## src/rtl/dmac_fifo_dp_if.sv

```systemverilog
// dmac_fifo_dp_if: bus between the DMAC FIFO next-state logic / DMAC engine
// (master) and the FIFO sequential datapath (slave).
//   next_state : 3-bit state code for the coming cycle (master -> slave)
//   din        : write data (master -> slave)
//   state      : registered current state (slave -> master)
//   data_count : occupancy 0..8 (slave -> master)
//   dout       : registered read data (slave -> master)
//   full/empty : occupancy flags (slave -> master)
//   wr_ack/wr_err/rd_ack/rd_err : registered handshake flags (slave -> master)
interface dmac_fifo_dp_if #(
   parameter int DATA_WIDTH = 32
);
   logic [2:0]            next_state;
   logic [DATA_WIDTH-1:0] din;
   logic [2:0]            state;
   logic [3:0]            data_count;
   logic [DATA_WIDTH-1:0] dout;
   logic                  full;
   logic                  empty;
   logic                  wr_ack;
   logic                  wr_err;
   logic                  rd_ack;
   logic                  rd_err;

   modport master (
      output next_state, din,
      input  state, data_count, dout, full, empty,
      input  wr_ack, wr_err, rd_ack, rd_err
   );

   modport slave (
      input  next_state, din,
      output state, data_count, dout, full, empty,
      output wr_ack, wr_err, rd_ack, rd_err
   );
endinterface

```

## src/rtl/dmac_fifo_dp.sv

```systemverilog
// dmac_fifo_dp: sequential datapath of the DMAC FIFO. Holds the state
// register, an 8 x DATA_WIDTH storage array, head/tail pointers and the
// occupancy counter, and performs the write/read/error action selected by
// the incoming next_state code each clock.
//   clk   : system clock, rising edge
//   reset : asynchronous, active-high
//   bus   : dmac_fifo_dp_if slave modport (next_state/din in; state,
//           data_count, dout, full, empty and handshake flags out)
module dmac_fifo_dp #(
   parameter int DATA_WIDTH = 32,
   parameter int DEPTH      = 8
) (
   input  logic           clk,
   input  logic           reset,
   dmac_fifo_dp_if.slave  bus
);

   typedef enum logic [2:0] {
      ST_IDLE     = 3'b000,
      ST_WRITE    = 3'b001,
      ST_READ     = 3'b010,
      ST_WR_ERROR = 3'b011,
      ST_RD_ERROR = 3'b100
   } state_e;

   localparam logic [3:0] COUNT_FULL = 4'(DEPTH);

   state_e                state_q, state_d;
   logic [2:0]            head_q, head_d;
   logic [2:0]            tail_q, tail_d;
   logic [3:0]            count_q, count_d;
   logic [DATA_WIDTH-1:0] dout_q, dout_d;
   logic                  wr_ack_q, wr_ack_d;
   logic                  wr_err_q, wr_err_d;
   logic                  rd_ack_q, rd_ack_d;
   logic                  rd_err_q, rd_err_d;
   logic                  mem_we;
   logic [DATA_WIDTH-1:0] mem_q [8];

   always_comb begin
      state_d  = ST_IDLE;
      head_d   = head_q;
      tail_d   = tail_q;
      count_d  = count_q;
      dout_d   = dout_q;
      wr_ack_d = 1'b0;
      wr_err_d = 1'b0;
      rd_ack_d = 1'b0;
      rd_err_d = 1'b0;
      mem_we   = 1'b0;
      // Codes 101..111 fall to the default: load IDLE, no action.
      case (bus.next_state)
         ST_WRITE: begin
            state_d = ST_WRITE;
            if (count_q != COUNT_FULL) begin
               mem_we   = 1'b1;
               tail_d   = tail_q + 3'd1;
               count_d  = count_q + 4'd1;
               wr_ack_d = 1'b1;
            end else begin
               wr_err_d = 1'b1;
            end
         end
         ST_READ: begin
            state_d = ST_READ;
            if (count_q != 4'd0) begin
               dout_d   = mem_q[head_q];
               head_d   = head_q + 3'd1;
               count_d  = count_q - 4'd1;
               rd_ack_d = 1'b1;
            end else begin
               rd_err_d = 1'b1;
            end
         end
         ST_WR_ERROR: begin
            state_d  = ST_WR_ERROR;
            wr_err_d = 1'b1;
         end
         ST_RD_ERROR: begin
            state_d  = ST_RD_ERROR;
            rd_err_d = 1'b1;
         end
         default: state_d = ST_IDLE;
      endcase
   end

   always_ff @(posedge clk or posedge reset) begin
      if (reset) begin
         state_q  <= ST_IDLE;
         head_q   <= '0;
         tail_q   <= '0;
         count_q  <= '0;
         dout_q   <= '0;
         wr_ack_q <= 1'b0;
         wr_err_q <= 1'b0;
         rd_ack_q <= 1'b0;
         rd_err_q <= 1'b0;
      end else begin
         state_q  <= state_d;
         head_q   <= head_d;
         tail_q   <= tail_d;
         count_q  <= count_d;
         dout_q   <= dout_d;
         wr_ack_q <= wr_ack_d;
         wr_err_q <= wr_err_d;
         rd_ack_q <= rd_ack_d;
         rd_err_q <= rd_err_d;
      end
   end

   // Storage is not reset; stale contents are unreachable once count is 0.
   always_ff @(posedge clk) begin
      if (mem_we) mem_q[tail_q] <= bus.din;
   end

   assign bus.state      = state_q;
   assign bus.data_count = count_q;
   assign bus.dout       = dout_q;
   assign bus.full       = (count_q == COUNT_FULL);
   assign bus.empty      = (count_q == 4'd0);
   assign bus.wr_ack     = wr_ack_q;
   assign bus.wr_err     = wr_err_q;
   assign bus.rd_ack     = rd_ack_q;
   assign bus.rd_err     = rd_err_q;

endmodule

```

## src/flat_wrapper.sv

```systemverilog
// flat-port wrapper written by rule: the top's interface ports become plain ports
module dmac_fifo_dp_flat 
#(
   parameter int DATA_WIDTH = 32,
   parameter int DEPTH      = 8
)
  (clk, reset, bus_next_state, bus_din, bus_state, bus_data_count, bus_dout, bus_full, bus_empty, bus_wr_ack, bus_wr_err, bus_rd_ack, bus_rd_err);
  dmac_fifo_dp_if #(.DATA_WIDTH(DATA_WIDTH)) bus_i ();
  input  logic clk;
  input  logic reset;
  input wire logic [$bits(bus_i.next_state)-1:0] bus_next_state;
  input wire logic [$bits(bus_i.din)-1:0] bus_din;
  output wire logic [$bits(bus_i.state)-1:0] bus_state;
  output wire logic [$bits(bus_i.data_count)-1:0] bus_data_count;
  output wire logic [$bits(bus_i.dout)-1:0] bus_dout;
  output wire logic [$bits(bus_i.full)-1:0] bus_full;
  output wire logic [$bits(bus_i.empty)-1:0] bus_empty;
  output wire logic [$bits(bus_i.wr_ack)-1:0] bus_wr_ack;
  output wire logic [$bits(bus_i.wr_err)-1:0] bus_wr_err;
  output wire logic [$bits(bus_i.rd_ack)-1:0] bus_rd_ack;
  output wire logic [$bits(bus_i.rd_err)-1:0] bus_rd_err;
  assign bus_i.next_state = bus_next_state;
  assign bus_i.din = bus_din;
  assign bus_state = bus_i.state;
  assign bus_data_count = bus_i.data_count;
  assign bus_dout = bus_i.dout;
  assign bus_full = bus_i.full;
  assign bus_empty = bus_i.empty;
  assign bus_wr_ack = bus_i.wr_ack;
  assign bus_wr_err = bus_i.wr_err;
  assign bus_rd_ack = bus_i.rd_ack;
  assign bus_rd_err = bus_i.rd_err;
  dmac_fifo_dp #(.DATA_WIDTH(DATA_WIDTH), .DEPTH(DEPTH)) u_core (.clk(clk), .reset(reset), .bus(bus_i));
endmodule
```

## config.mk

```make
export PLATFORM = sky130hd
export DESIGN_NAME = dmac_fifo_dp_flat
export DESIGN_NICKNAME = d
export VERILOG_FILES = /design/src/rtl/dmac_fifo_dp_if.sv /design/src/rtl/dmac_fifo_dp.sv /design/src/flat_wrapper.sv
export SDC_FILE = /design/constraint.sdc
export NUM_CORES = 1
export LEC_CHECK = 0
export ABC_AREA = 1
export BUFFER_PORTS_ARGS = -buffer_cell sky130_fd_sc_hd__buf_2
export CAP_MARGIN = 40
export CELL_PAD_IN_SITES_DETAIL_PLACEMENT = 0
export CELL_PAD_IN_SITES_GLOBAL_PLACEMENT = 1
export CORE_UTILIZATION = 25
export CTS_CLUSTER_SIZE = 10
export DETAILED_ROUTE_END_ITERATION = 7
export GPL_TIMING_DRIVEN = 0
export PLACE_DENSITY_LB_ADDON = 0.1
export SETUP_SLACK_MARGIN = 0.2
export SLEW_MARGIN = 20
export SYNTH_ARGS = -nofsm -noshare
export SYNTH_HDL_FRONTEND = slang
export SYNTH_SLANG_ARGS = --single-unit
```

## constraint.sdc

```tcl
create_clock -name clk -period 3.1 [get_ports clk]
set_input_delay 0.155 -clock clk [delete_from_list [all_inputs] [get_ports clk]]
set_output_delay 0.155 -clock clk [all_outputs]
set_load 0.05 [all_outputs]
```

Yosys cells after proc, flatten, opt, wreduce, memory -nomap -nowiden
Memory sizes are Yosys's and may differ from the RTL's. A register that Yosys moved wholly into a read port is not among the register bits.
Index checks and enable logic that the tools add are counted.
Widths: inputs -> output; s select.
{"block": "totals", "regBits": 17, "ramBits": 256, "input_bits": 37, "output_inout_bits": 45, "wordCells": 41, "memories": 1}
{"block": "op_classes", "addsub": 4, "n_eq_ne": 8, "muxes": 14, "reduce_logical": 6}
{"memory": "u_core.mem_q", "words": 8, "word_bits": 32, "read_ports": 1, "rd_ports_with_merged_regs": 1, "wr": 1, "line": "dmac_fifo_dp.sv:38", "source": "logic [DATA_WIDTH-1:0] mem_q [8];"}
{"op": "$pmux 3 s4", "count": 1}
{"op": "$mux 1", "count": 8}
{"op": "$mux 4", "count": 2}
{"op": "$pmux 4 s2", "count": 1}
{"op": "$add 3x1->3 const B", "count": 2}
{"op": "$eq 3x2->1 const B", "count": 2}
{"op": "$add 4x1->4 const B", "count": 1}
{"op": "$eq 4x4->1 const B", "count": 1}
{"op": "$logic_not 4->1", "count": 1}
{"op": "$ne 2x1->1 const B", "count": 2}
{"op": "$ne 4x4->1 const B", "count": 1}
{"op": "$pmux 1 s2", "count": 2}
{"op": "$reduce_and 2->1", "count": 2}
{"op": "$reduce_bool 4->1", "count": 1}
{"op": "$sub 4x1->4 const B", "count": 1}
{"op": "$eq 3x1->1 const B", "count": 1}
{"op": "$eq 3x3->1 const B", "count": 1}
{"op": "$reduce_and 3->1", "count": 1}
{"op": "$reduce_bool 2->1", "count": 1}

Depth between registers and ports, before layout
{"block": "depth", "ltp_word": 5, "mapped_depth": 12, "ltp_nobuf": 12}

Least setup slack after synthesis
OpenSTA, ideal clock, no wires.
{"block": "synth_path", "kind": "register to register", "startpoint": "register u_core.count_q[1], in the netlist u_core.bus.data_count[1]", "endpoint": "memory u_core.mem_q[1][0], enable pin", "setup_time_ns": 0.421, "arrival_time_ns": 2.694, "required_time_ns": 2.679, "setup_slack_ns": -0.015, "path_stages_with_launch": 7, "n_path_buf": 0, "period_less_slack_ns": 3.115, "path_cell_list": "dfrtp_1 inv_1 nand2_2 nor2_2 nor2_4 nand2_1 nor2_1"}
{"block": "synth_via", "elab_chain_cells": 5}
{"item": "start: declaration", "line": "dmac_fifo_dp.sv:31", "source": "logic [3:0] count_q, count_d;"}
{"item": "start signal: assignment", "line": "dmac_fifo_dp.sv:102", "source": "count_q <= count_d;"}
{"item": "$ne 4x4->1", "line": "dmac_fifo_dp.sv:55", "source": "if (count_q != COUNT_FULL) begin"}
{"item": "$mux 1", "line": "dmac_fifo_dp.sv:55"}
{"item": "$mux 1", "line": "dmac_fifo_dp.sv:52", "source": "case (bus.next_state)"}
{"item": "named net u_core.mem_we", "line": "dmac_fifo_dp.sv:37", "source": "logic mem_we;"}
{"item": "$mux 1", "line": "dmac_fifo_dp.sv:113", "source": "if (mem_we) mem_q[tail_q] <= bus.din;"}
{"item": "$mux 1 (not written as such)", "line": "dmac_fifo_dp.sv:113"}
{"item": "end: declaration", "line": "dmac_fifo_dp.sv:38"}
The timed path passes the listed nets, and every way through them passes these cells.

Worst setup path in the final report
{"block": "layout_path", "startpoint": "register u_core.count_q[1], in the netlist u_core.bus.data_count[1]", "endpoint": "memory u_core.mem_q[6][22], enable pin"}
Same word-level chain as after synthesis.

==> flow_summary.ini <==
[floorplanning]
die_h_um = 227
fp.dieW_um = 227
rows = 82
initial_core_util_pct = 25.3
die-area_sq_um = 51400
core_sq_um = 50000
io_pins = 82

[global_route]
globalRouteOverflowTotal = 0
antenna_found_initial = 0
grt_use_total_pct = 15.4
grt_max_degree = 28
grt_pass1_wl_um = 55200
grt_pass1_vias = 8101

[clock_network]
clock_path_buffers = 3
clock_sinks = 305
cts_tree = yes
cts_resized = 0
h-tree-depth = 2
cts-root-buf = clkbuf_16
cts_setup_buffers = 0
clkSlewWorstSetupHoldPaths_ns = 0.05
cts_buffers = 39
insertion_delay_ns = 0.54

[detailed_routing]
vias_per_cell = 4.07
drt-pass1-iter-count = 4
wl_um = 38200
initialDrtViolationCount = 404
drcViolationCount = 0
vias = 8254
ant_nets = 0
post_drt_wl_per_cell_um = 18.8

[timing]
post-route-period-util_pct = 74.4
rsz0062_at_grt = no
finClkSkew_ns = 0.0117
post-route-min-period_ns = 2.31
hold-worst-slack_ns = 0.0478
fin_tns_setup_ns = 0
max_clock_freq_mhz = 434
timing_max_transition_violations_final = 0
setup_violations = 0
slew_headroom_pct = 43.7
finalHoldViolCount = 0
worstMarginPinSlew_ns = 0.844

[worst_setup_path]
cpPeakStageDelay_ns = 0.57
worstSetupEndpointType = flop
crit_buf_inv = 3
cp_top_family = simple AND/OR/NAND/NOR gates
cpMostUsedCell = nor2_4
crit_type = reg2reg
worstPathRequired_ns = 3.33
cp-start-kind = flop
worstPathMaxFanout = 17
cp.arrival_ns = 2.54
cp_cell_sequence = inv_1, nand2_2, nor2_2, nor2_4, inv_2, or2_4, nor2_4, buf_12
cpMaxStageDelayCell = nor2_4

[yosys]
synth_warnings = 0
synth_cell_types = 29
synth_area_sq_um = 12600
synth_fp_nets = 1200
ys_ff_latch = 305
ys_seq_area_share_pct = 70.6
synth_cells = 1158
avgSynthCellArea_sq_um = 10.9

[layout]
drive_gt1_share_pct = 16.6
layout.nets = 1372
syn_to_final_growth_pct = 24.9
insertedDiodeCount = 0
design_area_sq_um = 15800

[power_and_ir_drop]
power_frac_clock_pct = 30.3
p_leak_nw = 6.61
power_switching_mw = 5.60
pwr-share-comb_pct = 34.7
seqPwrFrac_pct = 35.0
p_sw_share_pct = 39.0
irDropWorstVdd_v = 0.000366
p_int_mw = 8.74
powerDensity_nw_per_um2 = 909

[place]
hpwl_um = 24200
gp_congestion = 0.675
io_buffers = 81
place_area_sq_um = 14200

[min_path]
hold_path.class = in2reg

[run]
max_cap_violations = 0

[outcome]
status = complete, no violations
area by class of cell:
class / count / area (sq um)
Timing Repair Buffer: 131 / 1050
Multi-Input combinational cell: 715 / 3140
Buffer: 56 / 320
Tap cell: 672 / 841
Inverter: 82 / 310
Fill cell: 5189 / 34200
Sequential cell: 305 / 8910
Clock buffer: 63 / 1130
Clock inverter: 6 / 78.8
cells in the mapped netlist (all sizes together):
cell | number | area [sq um]
ha | 4 | 50.1
nand4 | 1 | 6.26
nor3 | 1 | 5.00
dfrtp | 49 | 1230
fa | 1 | 20.0
or2 | 3 | 21.3
buf | 46 | 283
nand2 | 549 | 2060
clkinv | 1 | 3.75
xor2 | 4 | 35.0
edfxtp | 256 | 7690
o21ai | 4 | 20.0
nor2 | 16 | 90.1
inv | 81 | 304
clkbuf | 10 | 37.5
nand3 | 132 | 778
logic make-up (layout without fill, tap and decap cells):
logic type / count (synthesis) / in the layout / share of synthesized area, %
xor gates and xnor gates: 4 / 4 / 0.277
AOI/OAI and AO/OA: 4 / 4 / 0.159
DFF: 305 / 305 / 70.6
and+or+nand+nor: 702 / 702 / 23.5
adders and majority gates: 5 / 5 / 0.555
buffers and inverters: 138 / 338 / 4.97
metal layers:
metal	vias to the layer above	track usage, %	share of wire [%]
met3	52	2.35	3.4
met2	133	26.0	49
met5	-	0	0
li1	4140	-	-
met4	0	4.99	2.2
met1	3929	20.0	46
cells in the final DEF (no fill, tap or decap):
cell type / netlist / final
clkinv_1: 1 / 2
fa_1: 1 / 1
clkbuf_8: 0 / 2
dlygate4sd3_1: 0 / 37
ha_1: 4 / 4
clkinv_2: 0 / 3
nand3_2: 21 / 21
clkbuf_1: 10 / 30
nand2_1: 548 / 548
buf_1: 6 / 6
buf_16: 0 / 4
or2_4: 1 / 1
buf_12: 3 / 10
o21ai_1: 2 / 2
clkbuf_16: 0 / 41
nor2_2: 6 / 2
inv_4: 0 / 1
buf_2: 34 / 115
dfrtp_1: 49 / 49
edfxtp_1: 256 / 256
buf_8: 1 / 1
or2_1: 1 / 1
bufinv_16: 0 / 2
or2_2: 1 / 1
buf_4: 2 / 2
nand2_2: 1 / 1
nand4_1: 1 / 1
inv_2: 5 / 5
o21ai_0: 2 / 2
buf_6: 0 / 2
inv_1: 76 / 75
nand3_4: 1 / 1
nor2_4: 2 / 10
nand3_1: 110 / 110
nor2_1: 8 / 4
xor2_1: 4 / 4
nor3_1: 1 / 1
power by group through the flow:
stage          Sequential [mW]  Combinational, mW  Clock [mW]
4_1_cts                   5.03               5.12        4.50
5_1_grt                   5.07               5.52        4.64
2_1_floorplan             5.86               2.44           0
6_report                  5.02               4.97        4.34
3_5_place_dp              5.11               5.07           0
3_3_place_gp              5.12               4.99           0
per-stage QoR:
step                utilization [%]  setup slack (ns)  total power, mW  std cells
global placement               27.8             -1.73             10.1       1911
finish                         31.6             0.794             14.3       2030
floorplan                         -           -0.0150             8.31       1158
global route                   31.6             0.623             15.2       2030
detailed placement             28.4             0.738             10.2       1923
CTS                            31.6             0.720             14.7       2029
tightest hold or removal path, stage by stage:
cell and delay (ns):
buf_2 0.15, inv_2 0.06, nand3_2 0.12, nand2_1 0.06
state kept, by name (all words and copies together) (netlist names):
register / count
u_core.bus.rd_ack: 1
u_core.bus.state: 3
u_core.mem_q: 256
u_core.bus.wr_err: 1
u_core.head_q: 3
u_core.bus.wr_ack: 1
u_core.bus.data_count: 4
u_core.tail_q: 3
u_core.bus.dout: 32
u_core.bus.rd_err: 1
worst paths after layout:
check | end | slack [ns] | cells after the start | start
min in group asynchronous | u_core.bus.data_count[0] | 0.17 | 3 | reset
max reg2reg | u_core.mem_q[6][22] | 0.79 | 8 | u_core.bus.data_count[1]
min | u_core.bus.state[0] | 0.05 | 4 | bus_next_state[1]
max in group asynchronous | u_core.bus.dout[0] | 2.40 | 4 | reset
min reg2reg | u_core.bus.dout[20] | 0.47 | 2 | u_core.bus.dout[20]
max | u_core.mem_q[6][22] | 0.79 | 8 | u_core.bus.data_count[1]
repair_timing:
item                                   CTS  global route
endpoints found under the hold margin  287             0
setup endpoints to repair                0             0
hold buffers                            37             0
Note: power is estimated with default switching activity, not from simulation.
